$ cat config.mk
export PLATFORM = sky130hd
export DESIGN_NAME = approx_add_err_monitor
export DESIGN_NICKNAME = d
export VERILOG_FILES = /design/src/rtl/approx_add_err_monitor.sv
export SDC_FILE = /design/constraint.sdc
export NUM_CORES = 1
export LEC_CHECK = 0
export ABC_AREA = 0
export BUFFER_PORTS_ARGS = -buffer_cell sky130_fd_sc_hd__buf_2
export CAP_MARGIN = 20
export CORE_MARGIN = 2
export CORE_UTILIZATION = 25
export DETAILED_ROUTE_END_ITERATION = 7
export PLACE_DENSITY_LB_ADDON = 0.05
export SYNTH_ARGS = -nofsm -noshare
export SYNTH_HDL_FRONTEND = slang
export SYNTH_SLANG_ARGS = --single-unit
$ cat constraint.sdc
create_clock -name clk -period 5.75 [get_ports clk]
set_input_delay 0.2875 -clock clk [delete_from_list [all_inputs] [get_ports clk]]
set_output_delay 0.2875 -clock clk [all_outputs]
set_load 0.02 [all_outputs]
$ cat src/rtl/approx_add_err_monitor.sv
// approx_add_err_monitor
// Error-characterisation stage placed after a W-bit approximate unsigned adder.
// For each accepted sample it recomputes the exact sum and, over a batch of
// 2^SAMPLE_LOG2 samples, accumulates the absolute-error sum (saturating), the
// worst-case error and the number of erroneous samples. Results are held in
// DONE until the next start pulse.
// Two-stage pipeline: S1 = exact sum, S2 = |exact - approx|; the statistics
// registers update on the edge after S2, so results are final 2 cycles after
// the last accept.
// Optional build macro APPROX_ERR_MSE_EN adds the sq_sum port accumulating d*d.
module approx_add_err_monitor #(
  parameter int W           = 16,
  parameter int SAMPLE_LOG2 = 16,
  parameter int ACC_W       = 40
) (
  input  logic                   clk,
  input  logic                   rst_n,
  input  logic                   start,
  input  logic                   in_valid,
  output logic                   in_ready,
  input  logic [W-1:0]           a,
  input  logic [W-1:0]           b,
  input  logic [W:0]             o_approx,
  output logic                   busy,
  output logic                   done,
  output logic [ACC_W-1:0]       err_sum,
  output logic [W:0]             wce,
  output logic [SAMPLE_LOG2:0]   err_cnt,
  output logic [SAMPLE_LOG2:0]   sample_cnt
`ifdef APPROX_ERR_MSE_EN
  ,
  output logic [2*(W+1)+SAMPLE_LOG2-1:0] sq_sum
`endif
);

  typedef enum logic [1:0] {
    ST_IDLE  = 2'd0,
    ST_RUN   = 2'd1,
    ST_DRAIN = 2'd2,
    ST_DONE  = 2'd3
  } state_t;

  // Index of the last sample of a batch (2^SAMPLE_LOG2 - 1).
  localparam logic [SAMPLE_LOG2:0] BATCH_M1 = {1'b0, {SAMPLE_LOG2{1'b1}}};
  localparam logic [SAMPLE_LOG2:0] CNT_ONE  = {{SAMPLE_LOG2{1'b0}}, 1'b1};

`ifdef APPROX_ERR_MSE_EN
  localparam int SQ_W = 2*(W+1);
  localparam int SQ_ACC_W = SQ_W + SAMPLE_LOG2;
`endif

  // Unsigned magnitude of the difference: larger operand minus smaller one.
  function automatic logic [W:0] abs_diff(input logic [W:0] x, input logic [W:0] y);
    logic [W:0] r;
    if (x >= y) begin
      r = x - y;
    end else begin
      r = y - x;
    end
    return r;
  endfunction

  state_t                 state_q, state_d;
  logic                   drain_cnt_q, drain_cnt_d;
  logic                   in_ready_q, in_ready_d;
  logic                   busy_q, busy_d;
  logic                   done_q, done_d;

  logic                   s1_valid_q, s1_valid_d;
  logic [W:0]             s1_exact_q, s1_exact_d;
  logic [W:0]             s1_approx_q, s1_approx_d;
  logic                   s2_valid_q, s2_valid_d;
  logic [W:0]             s2_d_q, s2_d_d;

  logic [ACC_W-1:0]       err_sum_q, err_sum_d;
  logic [W:0]             wce_q, wce_d;
  logic [SAMPLE_LOG2:0]   err_cnt_q, err_cnt_d;
  logic [SAMPLE_LOG2:0]   sample_cnt_q, sample_cnt_d;

  logic                   accept_s;
  logic                   last_s;
  logic                   clear_s;
  logic [W:0]             mag_s;
  logic [ACC_W:0]         sum_ext_s;

`ifdef APPROX_ERR_MSE_EN
  logic [SQ_W-1:0]        s2_sq_q, s2_sq_d;
  logic [SQ_ACC_W-1:0]    sq_sum_q, sq_sum_d;
`endif

  assign accept_s  = in_valid && (state_q == ST_RUN);
  assign last_s    = accept_s && (sample_cnt_q == BATCH_M1);
  assign mag_s     = abs_diff(s1_exact_q, s1_approx_q);
  assign sum_ext_s = {1'b0, err_sum_q} + {{(ACC_W-W){1'b0}}, s2_d_q};

  // Next-state logic of the batch FSM and the decoded status outputs.
  always_comb begin
    state_d     = state_q;
    drain_cnt_d = drain_cnt_q;
    clear_s     = 1'b0;
    case (state_q)
      ST_IDLE: begin
        if (start) begin
          state_d = ST_RUN;
          clear_s = 1'b1;
        end else begin
          state_d = ST_IDLE;
        end
      end
      ST_RUN: begin
        if (last_s) begin
          state_d     = ST_DRAIN;
          drain_cnt_d = 1'b0;
        end else begin
          state_d = ST_RUN;
        end
      end
      ST_DRAIN: begin
        // Two cycles let the final sample travel through S1 and S2.
        if (drain_cnt_q) begin
          state_d = ST_DONE;
        end else begin
          drain_cnt_d = 1'b1;
        end
      end
      ST_DONE: begin
        if (start) begin
          state_d = ST_RUN;
          clear_s = 1'b1;
        end else begin
          state_d = ST_DONE;
        end
      end
      default: begin
        state_d = ST_IDLE;
      end
    endcase
    in_ready_d = (state_d == ST_RUN);
    busy_d     = (state_d == ST_RUN) || (state_d == ST_DRAIN);
    done_d     = (state_d == ST_DONE);
  end

  // Pipeline stages: S1 captures the exact sum, S2 the error magnitude.
  always_comb begin
    s1_valid_d  = accept_s;
    s2_valid_d  = s1_valid_q;
    if (accept_s) begin
      s1_exact_d  = {1'b0, a} + {1'b0, b};
      s1_approx_d = o_approx;
    end else begin
      s1_exact_d  = s1_exact_q;
      s1_approx_d = s1_approx_q;
    end
    if (s1_valid_q) begin
      s2_d_d = mag_s;
    end else begin
      s2_d_d = s2_d_q;
    end
`ifdef APPROX_ERR_MSE_EN
    if (s1_valid_q) begin
      s2_sq_d = {{(W+1){1'b0}}, mag_s} * {{(W+1){1'b0}}, mag_s};
    end else begin
      s2_sq_d = s2_sq_q;
    end
`endif
  end

  // Batch statistics: cleared on entering RUN, updated from a valid S2.
  always_comb begin
    err_sum_d    = err_sum_q;
    wce_d        = wce_q;
    err_cnt_d    = err_cnt_q;
    sample_cnt_d = sample_cnt_q;
`ifdef APPROX_ERR_MSE_EN
    sq_sum_d     = sq_sum_q;
`endif
    if (clear_s) begin
      err_sum_d    = {ACC_W{1'b0}};
      wce_d        = {(W+1){1'b0}};
      err_cnt_d    = {(SAMPLE_LOG2+1){1'b0}};
      sample_cnt_d = {(SAMPLE_LOG2+1){1'b0}};
`ifdef APPROX_ERR_MSE_EN
      sq_sum_d     = {SQ_ACC_W{1'b0}};
`endif
    end else begin
      if (accept_s) begin
        sample_cnt_d = sample_cnt_q + CNT_ONE;
      end else begin
        sample_cnt_d = sample_cnt_q;
      end
      if (s2_valid_q) begin
        // Saturation only matters when ACC_W is shrunk below its safe size.
        if (sum_ext_s[ACC_W]) begin
          err_sum_d = {ACC_W{1'b1}};
        end else begin
          err_sum_d = sum_ext_s[ACC_W-1:0];
        end
        if (s2_d_q > wce_q) begin
          wce_d = s2_d_q;
        end else begin
          wce_d = wce_q;
        end
        if (s2_d_q != {(W+1){1'b0}}) begin
          err_cnt_d = err_cnt_q + CNT_ONE;
        end else begin
          err_cnt_d = err_cnt_q;
        end
`ifdef APPROX_ERR_MSE_EN
        sq_sum_d = sq_sum_q + {{SAMPLE_LOG2{1'b0}}, s2_sq_q};
`endif
      end else begin
        err_sum_d = err_sum_q;
      end
    end
  end

  // State, pipeline and statistics registers.
  always_ff @(posedge clk or negedge rst_n) begin
    if (!rst_n) begin
      state_q      <= ST_IDLE;
      drain_cnt_q  <= 1'b0;
      in_ready_q   <= 1'b0;
      busy_q       <= 1'b0;
      done_q       <= 1'b0;
      s1_valid_q   <= 1'b0;
      s1_exact_q   <= {(W+1){1'b0}};
      s1_approx_q  <= {(W+1){1'b0}};
      s2_valid_q   <= 1'b0;
      s2_d_q       <= {(W+1){1'b0}};
      err_sum_q    <= {ACC_W{1'b0}};
      wce_q        <= {(W+1){1'b0}};
      err_cnt_q    <= {(SAMPLE_LOG2+1){1'b0}};
      sample_cnt_q <= {(SAMPLE_LOG2+1){1'b0}};
`ifdef APPROX_ERR_MSE_EN
      s2_sq_q      <= {SQ_W{1'b0}};
      sq_sum_q     <= {SQ_ACC_W{1'b0}};
`endif
    end else begin
      state_q      <= state_d;
      drain_cnt_q  <= drain_cnt_d;
      in_ready_q   <= in_ready_d;
      busy_q       <= busy_d;
      done_q       <= done_d;
      s1_valid_q   <= s1_valid_d;
      s1_exact_q   <= s1_exact_d;
      s1_approx_q  <= s1_approx_d;
      s2_valid_q   <= s2_valid_d;
      s2_d_q       <= s2_d_d;
      err_sum_q    <= err_sum_d;
      wce_q        <= wce_d;
      err_cnt_q    <= err_cnt_d;
      sample_cnt_q <= sample_cnt_d;
`ifdef APPROX_ERR_MSE_EN
      s2_sq_q      <= s2_sq_d;
      sq_sum_q     <= sq_sum_d;
`endif
    end
  end

  assign in_ready   = in_ready_q;
  assign busy       = busy_q;
  assign done       = done_q;
  assign err_sum    = err_sum_q;
  assign wce        = wce_q;
  assign err_cnt    = err_cnt_q;
  assign sample_cnt = sample_cnt_q;
`ifdef APPROX_ERR_MSE_EN
  assign sq_sum     = sq_sum_q;
`endif

endmodule

Word-level counts from Yosys, hierarchy flattened

Index checks and enable logic that the tools add are counted.

Output and inout port bits: 94
Register bits after elaboration: 150
Logic and storage cells: 65

$lt $le $gt $ge: 2
Add/sub/neg operators: 6
Reduce and logical (&&, ||, !) cells: 14
Muxes and demuxes: 21
Equality and inequality tests: 8

Operators by type and width:

| cell                                                                    | count |
|---|---|
| 17-bit 2-to-1 mux                                                       | 9 |
| 40-bit 2-to-1 mux                                                       | 3 |
| 40-bit by 17-bit adder with 41-bit output                               | 1 |
| 17-bit by 1-bit adder with 17-bit output, second input constant         | 2 |
| 17-bit subtractor                                                       | 2 |
| 16-bit by 16-bit adder with 17-bit output                               | 1 |
| 17-bit by 16-bit equality test with 1-bit output, second input constant | 1 |
| 17-bit greater-or-equal comparator                                      | 1 |
| 17-bit greater-than comparator                                          | 1 |
| 17-bit nonzero test                                                     | 1 |
| 2-bit nonzero test                                                      | 5 |
| 2-bit equality test, second input constant                              | 4 |
| 2-bit case mux with 4 select lines                                      | 1 |
| 2-bit 2-to-1 mux                                                        | 3 |
| 2-bit AND reduction                                                     | 3 |
| 2-bit by 1-bit equality test with 1-bit output, second input constant   | 2 |
| 1-bit 2-to-1 mux                                                        | 4 |
| 1-bit logical AND                                                       | 2 |
| 2-bit zero test                                                         | 1 |
| 2-bit inequality test, second input constant                            | 1 |
| 1-bit case mux with 2 select lines                                      | 1 |
| 2-bit OR reduction                                                      | 1 |
| 1-bit logical OR                                                        | 1 |

Longest topological paths before layout

Depth after elaboration: 7
Mapped depth: 12

Least setup slack after synthesis

OpenSTA, ideal clock, no wires.

Path kind: register to register
Start: reg err_sum_q[0], in the netlist err_sum[0]
End: reg err_sum_q[35], in the netlist err_sum[35]
Path slack: 2.687 ns
Period minus slack after synthesis: 3.063 ns
Data arrival time: 2.940 ns
Stages on the path, launching flop included: 11
Setup time: 0.123 ns
Buffers on the path: 0
Required time: 5.627 ns
Cell sequence: dfrtp_1 > ha_1 > fa_1 > a21oi_1 > o21ai_1 > a2111oi_2 > o31ai_1 > a21oi_1 > nor2b_1 > o21a_1 > o221a_2

Word-level cells in the longest chain between the ends: 4

RTL lines:

| what                                      | RTL line | text |
|---|---|---|
| start, declared                           | 75       | `logic [ACC_W-1:0] err_sum_q, err_sum_d;` |
| start signal, assigned                    | 230      | `err_sum_q <= {ACC_W{1'b0}};` |
| start signal, assigned                    | 249      | `err_sum_q <= err_sum_d;` |
| 40-bit by 17-bit adder with 41-bit output | 94       | `assign sum_ext_s = {1'b0, err_sum_q} + {{(ACC_W-W){1'b0}}, s2_d_q};` |
| 40-bit 2-to-1 mux                         | 193      | `if (sum_ext_s[ACC_W]) begin` |
| 40-bit 2-to-1 mux                         | 191      | `if (s2_valid_q) begin` |
| 40-bit 2-to-1 mux                         | 177      | `if (clear_s) begin` |

Every way passes these cells. The select of a mux whose other input is x is not followed.
A chain may end at the register's enable or synchronous reset.

Final worst setup path

Start: reg s2_d_q[0]
End: reg err_sum_q[33], in the netlist err_sum[33]

Word-level cells in the longest chain between the ends: 4

RTL lines:

| what                                      | RTL line | text |
|---|---|---|
| start, declared                           | 73       | `logic [W:0] s2_d_q, s2_d_d;` |
| start signal, assigned                    | 229      | `s2_d_q <= {(W+1){1'b0}};` |
| 40-bit by 17-bit adder with 41-bit output | 94       |  |
| 40-bit 2-to-1 mux                         | 193      |  |
| 40-bit 2-to-1 mux                         | 191      |  |
| 40-bit 2-to-1 mux                         | 177      |  |

Every way passes these cells. The select of a mux whose other input is x is not followed.

==> impl_metrics.ini <==
[placed_design]
port_buffers = 146
place_congestion = 0.775
placed_area_sq_um = 11400
detailed_place_hpwl_um = 23900

[floorplan]
die_w_um = 205
initial_core_util_pct = 25.4
die_h_um = 205
die-area_sq_um = 42000
ios = 147
num_rows = 73
coreArea_sq_um = 39800

[global_route]
grt_usage_pct = 15.7
grt_max_degree = 68
grt_overflow_total = 0
grt_pass1_wl_um = 50900
antenna_found_initial = 5
grt_pass1_vias = 8640

[worst_setup_path]
cp_cell_sequence = ha_1 -> fa_1 -> a21oi_1 -> o21ai_1 -> a2111oi_2 -> o31ai_1 -> a21oi_1 -> nor2b_1 -> nor2_1 -> a311oi_1
cp.required_ns = 6.02
cp_top_family = compound AO/OA/AOI/OAI gates
max_stage_delay_ns = 0.56
crit_slowest_cell = a2111oi_2
start_kind = register
worst-path-buf-inv = 0
cp_common_cell = a21oi_1
critPathKind = register to register
worstReg2RegStart = s2_d_q[0]
cp.arrival_ns = 3.98
critPathMaxFanout = 7
endpoint_kind = register
startpoint = s2_d_q[0]

[cts]
clock-sinks = 150
path_clk_slew_ns = 0.07
cts_resized = 0
cts_max_path_buffers = 2
clock-root-buffer = clkbuf_16
insertion_delay_ns = 0.44
post-cts-setup-buffers = 0
numCtsBuffers = 17
cts_tree = yes
cts_max_level = 4

[synth]
synth_edf_count = 0
async_flop_share_pct = 100
synthesis.area_sq_um = 10100
synth_cell_types = 75
syn_nets = 1286
yosysWarnings = 0
synth_flop_cell = dfrtp_1
seq_area_frac_synth_pct = 37.1
synth_cells = 1137
postSynthRegisterBits = 150
synth.avg_cell_area_sq_um = 8.89

[routing]
route.detailed.drc = 0
wl_um = 32100
firstDrtPassIters = 4
vias_per_cell = 4.76
ant_nets = 0
wire_per_inst_um = 17.8
via_count = 8602
drtIter0Drc = 340

[sta]
worst_pin_slew_ns = 1.08
setup_viol = 0
fin_tns_setup_ns = 0
clock.fmax_mhz = 269
period_share_pct = 64.5
hold_viol_final = 0
slew_headroom_pct = 28.3
rsz0062_at_grt = false
finClkSkew_ns = 0.0115
fin_crit_ns = 3.71
slew_violations = 0

[layout]
final_common_cell = dfrtp_1
final_layout_size_suffix_gt1_share_pct = 16.3
area_delta_synth_final_pct = 18.6
final_cell_mix = dfrtp_1 (150), buf_2 (145), nor2_1 (109)
nNetsFinal = 1417
diodes = 0
design_area_sq_um = 12000

[power]
irDropWorstVdd_uv = 211
powerDensity_nw_per_um2 = 489
leakage_nw = 5.69

[hold_path]
min-delay-start = o_approx[4]
hold_path_class = primary input to register

[status]
outcome = finished clean

[flow_run]
maxCapViolCount = 0
power by group:
group          total [mW]  switching, mW  internal, mW
Sequential           1.75          0.398          1.35
Combinational        2.96           1.76          1.21
Clock                1.16          0.492         0.666
Total                5.87           2.65          3.22
per-layer routing:
| metal | vias up | global-route usage (%) | wire [um] |
|---|---|---|---|
| met4 | 10 | 3.42 | 242 |
| met5 | - | 0 | 57 |
| met2 | 126 | 25.0 | 14600 |
| li1 | 4352 | - | - |
| met3 | 21 | 3.13 | 1040 |
| met1 | 4093 | 21.8 | 16100 |
worst reg2reg max path: stages (launching register included):
cell and delay [ns]:
dfrtp_1 0.43, ha_1 0.24, fa_1 0.42, a21oi_1 0.22, o21ai_1 0.14, a2111oi_2 0.56
o31ai_1 0.20, a21oi_1 0.53, nor2b_1 0.18, nor2_1 0.43, a311oi_1 0.18
area by class of cell:
type,count,area [sq um]
fillers,4329,27800
multi-input cells,854,5840
flip-flops and latches,150,3750
repair buffers,155,807
well taps,525,657
clock buffers,22,464
inverters,90,338
clock inverters,10,123
state kept, by name, summed over array words and instances (netlist names):
name         cells
busy             1
done             1
drain_cnt_q      1
err_cnt         17
err_sum         40
in_ready         1
s1_approx_q     17
s1_exact_q      17
s1_valid_q       1
s2_d_q          17
s2_valid_q       1
sample_cnt      17
state_q          2
wce             17
through the flow:
| stage | hold WS, ns | setup WS, ns | util [%] | std cells | total power, mW |
|---|---|---|---|---|---|
| finish | 0.0476 | 2.04 | 30.1 | 1806 | 5.87 |
| global route | 0.0288 | 1.71 | 30.1 | 1806 | 6.40 |
| CTS | 0.0221 | 2.03 | 30.1 | 1806 | 5.97 |
| detailed placement | 0.370 | 2.06 | 28.6 | 1773 | 4.77 |
| global placement | 0.370 | 2.15 | 28.6 | 1773 | 4.78 |
| floorplan | -0.00809 | 2.69 | - | 1137 | 3.83 |
worst paths after layout:
check | endpoint | slack, ns | cells after the start
worst min-delay path | s1_approx_q[4] | 0.05 | 3
worst min register to register | s1_exact_q[5] | 0.52 | 2
max in group asynchronous | s2_d_q[14] | 3.94 | 3
min in group asynchronous | wce[5] | 0.42 | 2
worst max register to register | err_sum[33] | 2.04 | 10
worst max-delay path | err_sum[33] | 2.04 | 10
repair_timing:
action	CTS	global route
hold buffers	1	0
endpoints found under the hold margin	65	0
setup endpoints to repair	0	0
cells in the mapped netlist (3+ instances only):
cell	instances	share of area (%)
a211oi_1	7	0.52
a21o_1	30	2.2
a21oi_1	81	4.0
a221oi_1	3	0.26
a311oi_1	9	0.78
a31oi_1	22	1.4
a41oi_1	4	0.35
and2_1	4	0.25
and3_1	15	0.93
and4_1	4	0.35
buf_2	12	0.59
clkbuf_1	26	0.97
dfrtp_1	150	37
fa_1	4	0.79
ha_1	92	11
inv_1	90	3.3
mux2_2	3	0.33
mux2i_1	27	2.7
nand2_1	80	3.0
nand2b_1	9	0.56
nand3_1	27	1.3
nand3b_1	3	0.22
nand4_1	22	1.4
nor2_1	109	4.0
nor2b_1	6	0.37
nor3_1	27	1.3
nor3b_1	3	0.22
nor4_1	14	0.87
o2111ai_1	4	0.35
o211a_1	3	0.30
o211ai_1	7	0.52
o21a_1	15	1.1
o21ai_0	82	4.1
o21bai_1	4	0.30
o311ai_0	3	0.26
o31ai_1	9	0.67
or2_2	7	0.43
or3_1	14	0.87
xnor2_1	32	2.8
xor2_1	25	2.2
cells by family after synthesis:
| kind of cell | Yosys count | share of synthesized area, % |
|---|---|---|
| buffers and inverters | 133 | 5.21 |
| DFF | 150 | 37.1 |
| muxes | 31 | 3.14 |
| AOI/OAI and AO/OA | 316 | 20.4 |
| and+or+nand+nor | 354 | 17.0 |
| adders and majority gates | 96 | 12.2 |
| xor gates and xnor gates | 57 | 4.94 |
(Power assumes the default switching activity.)
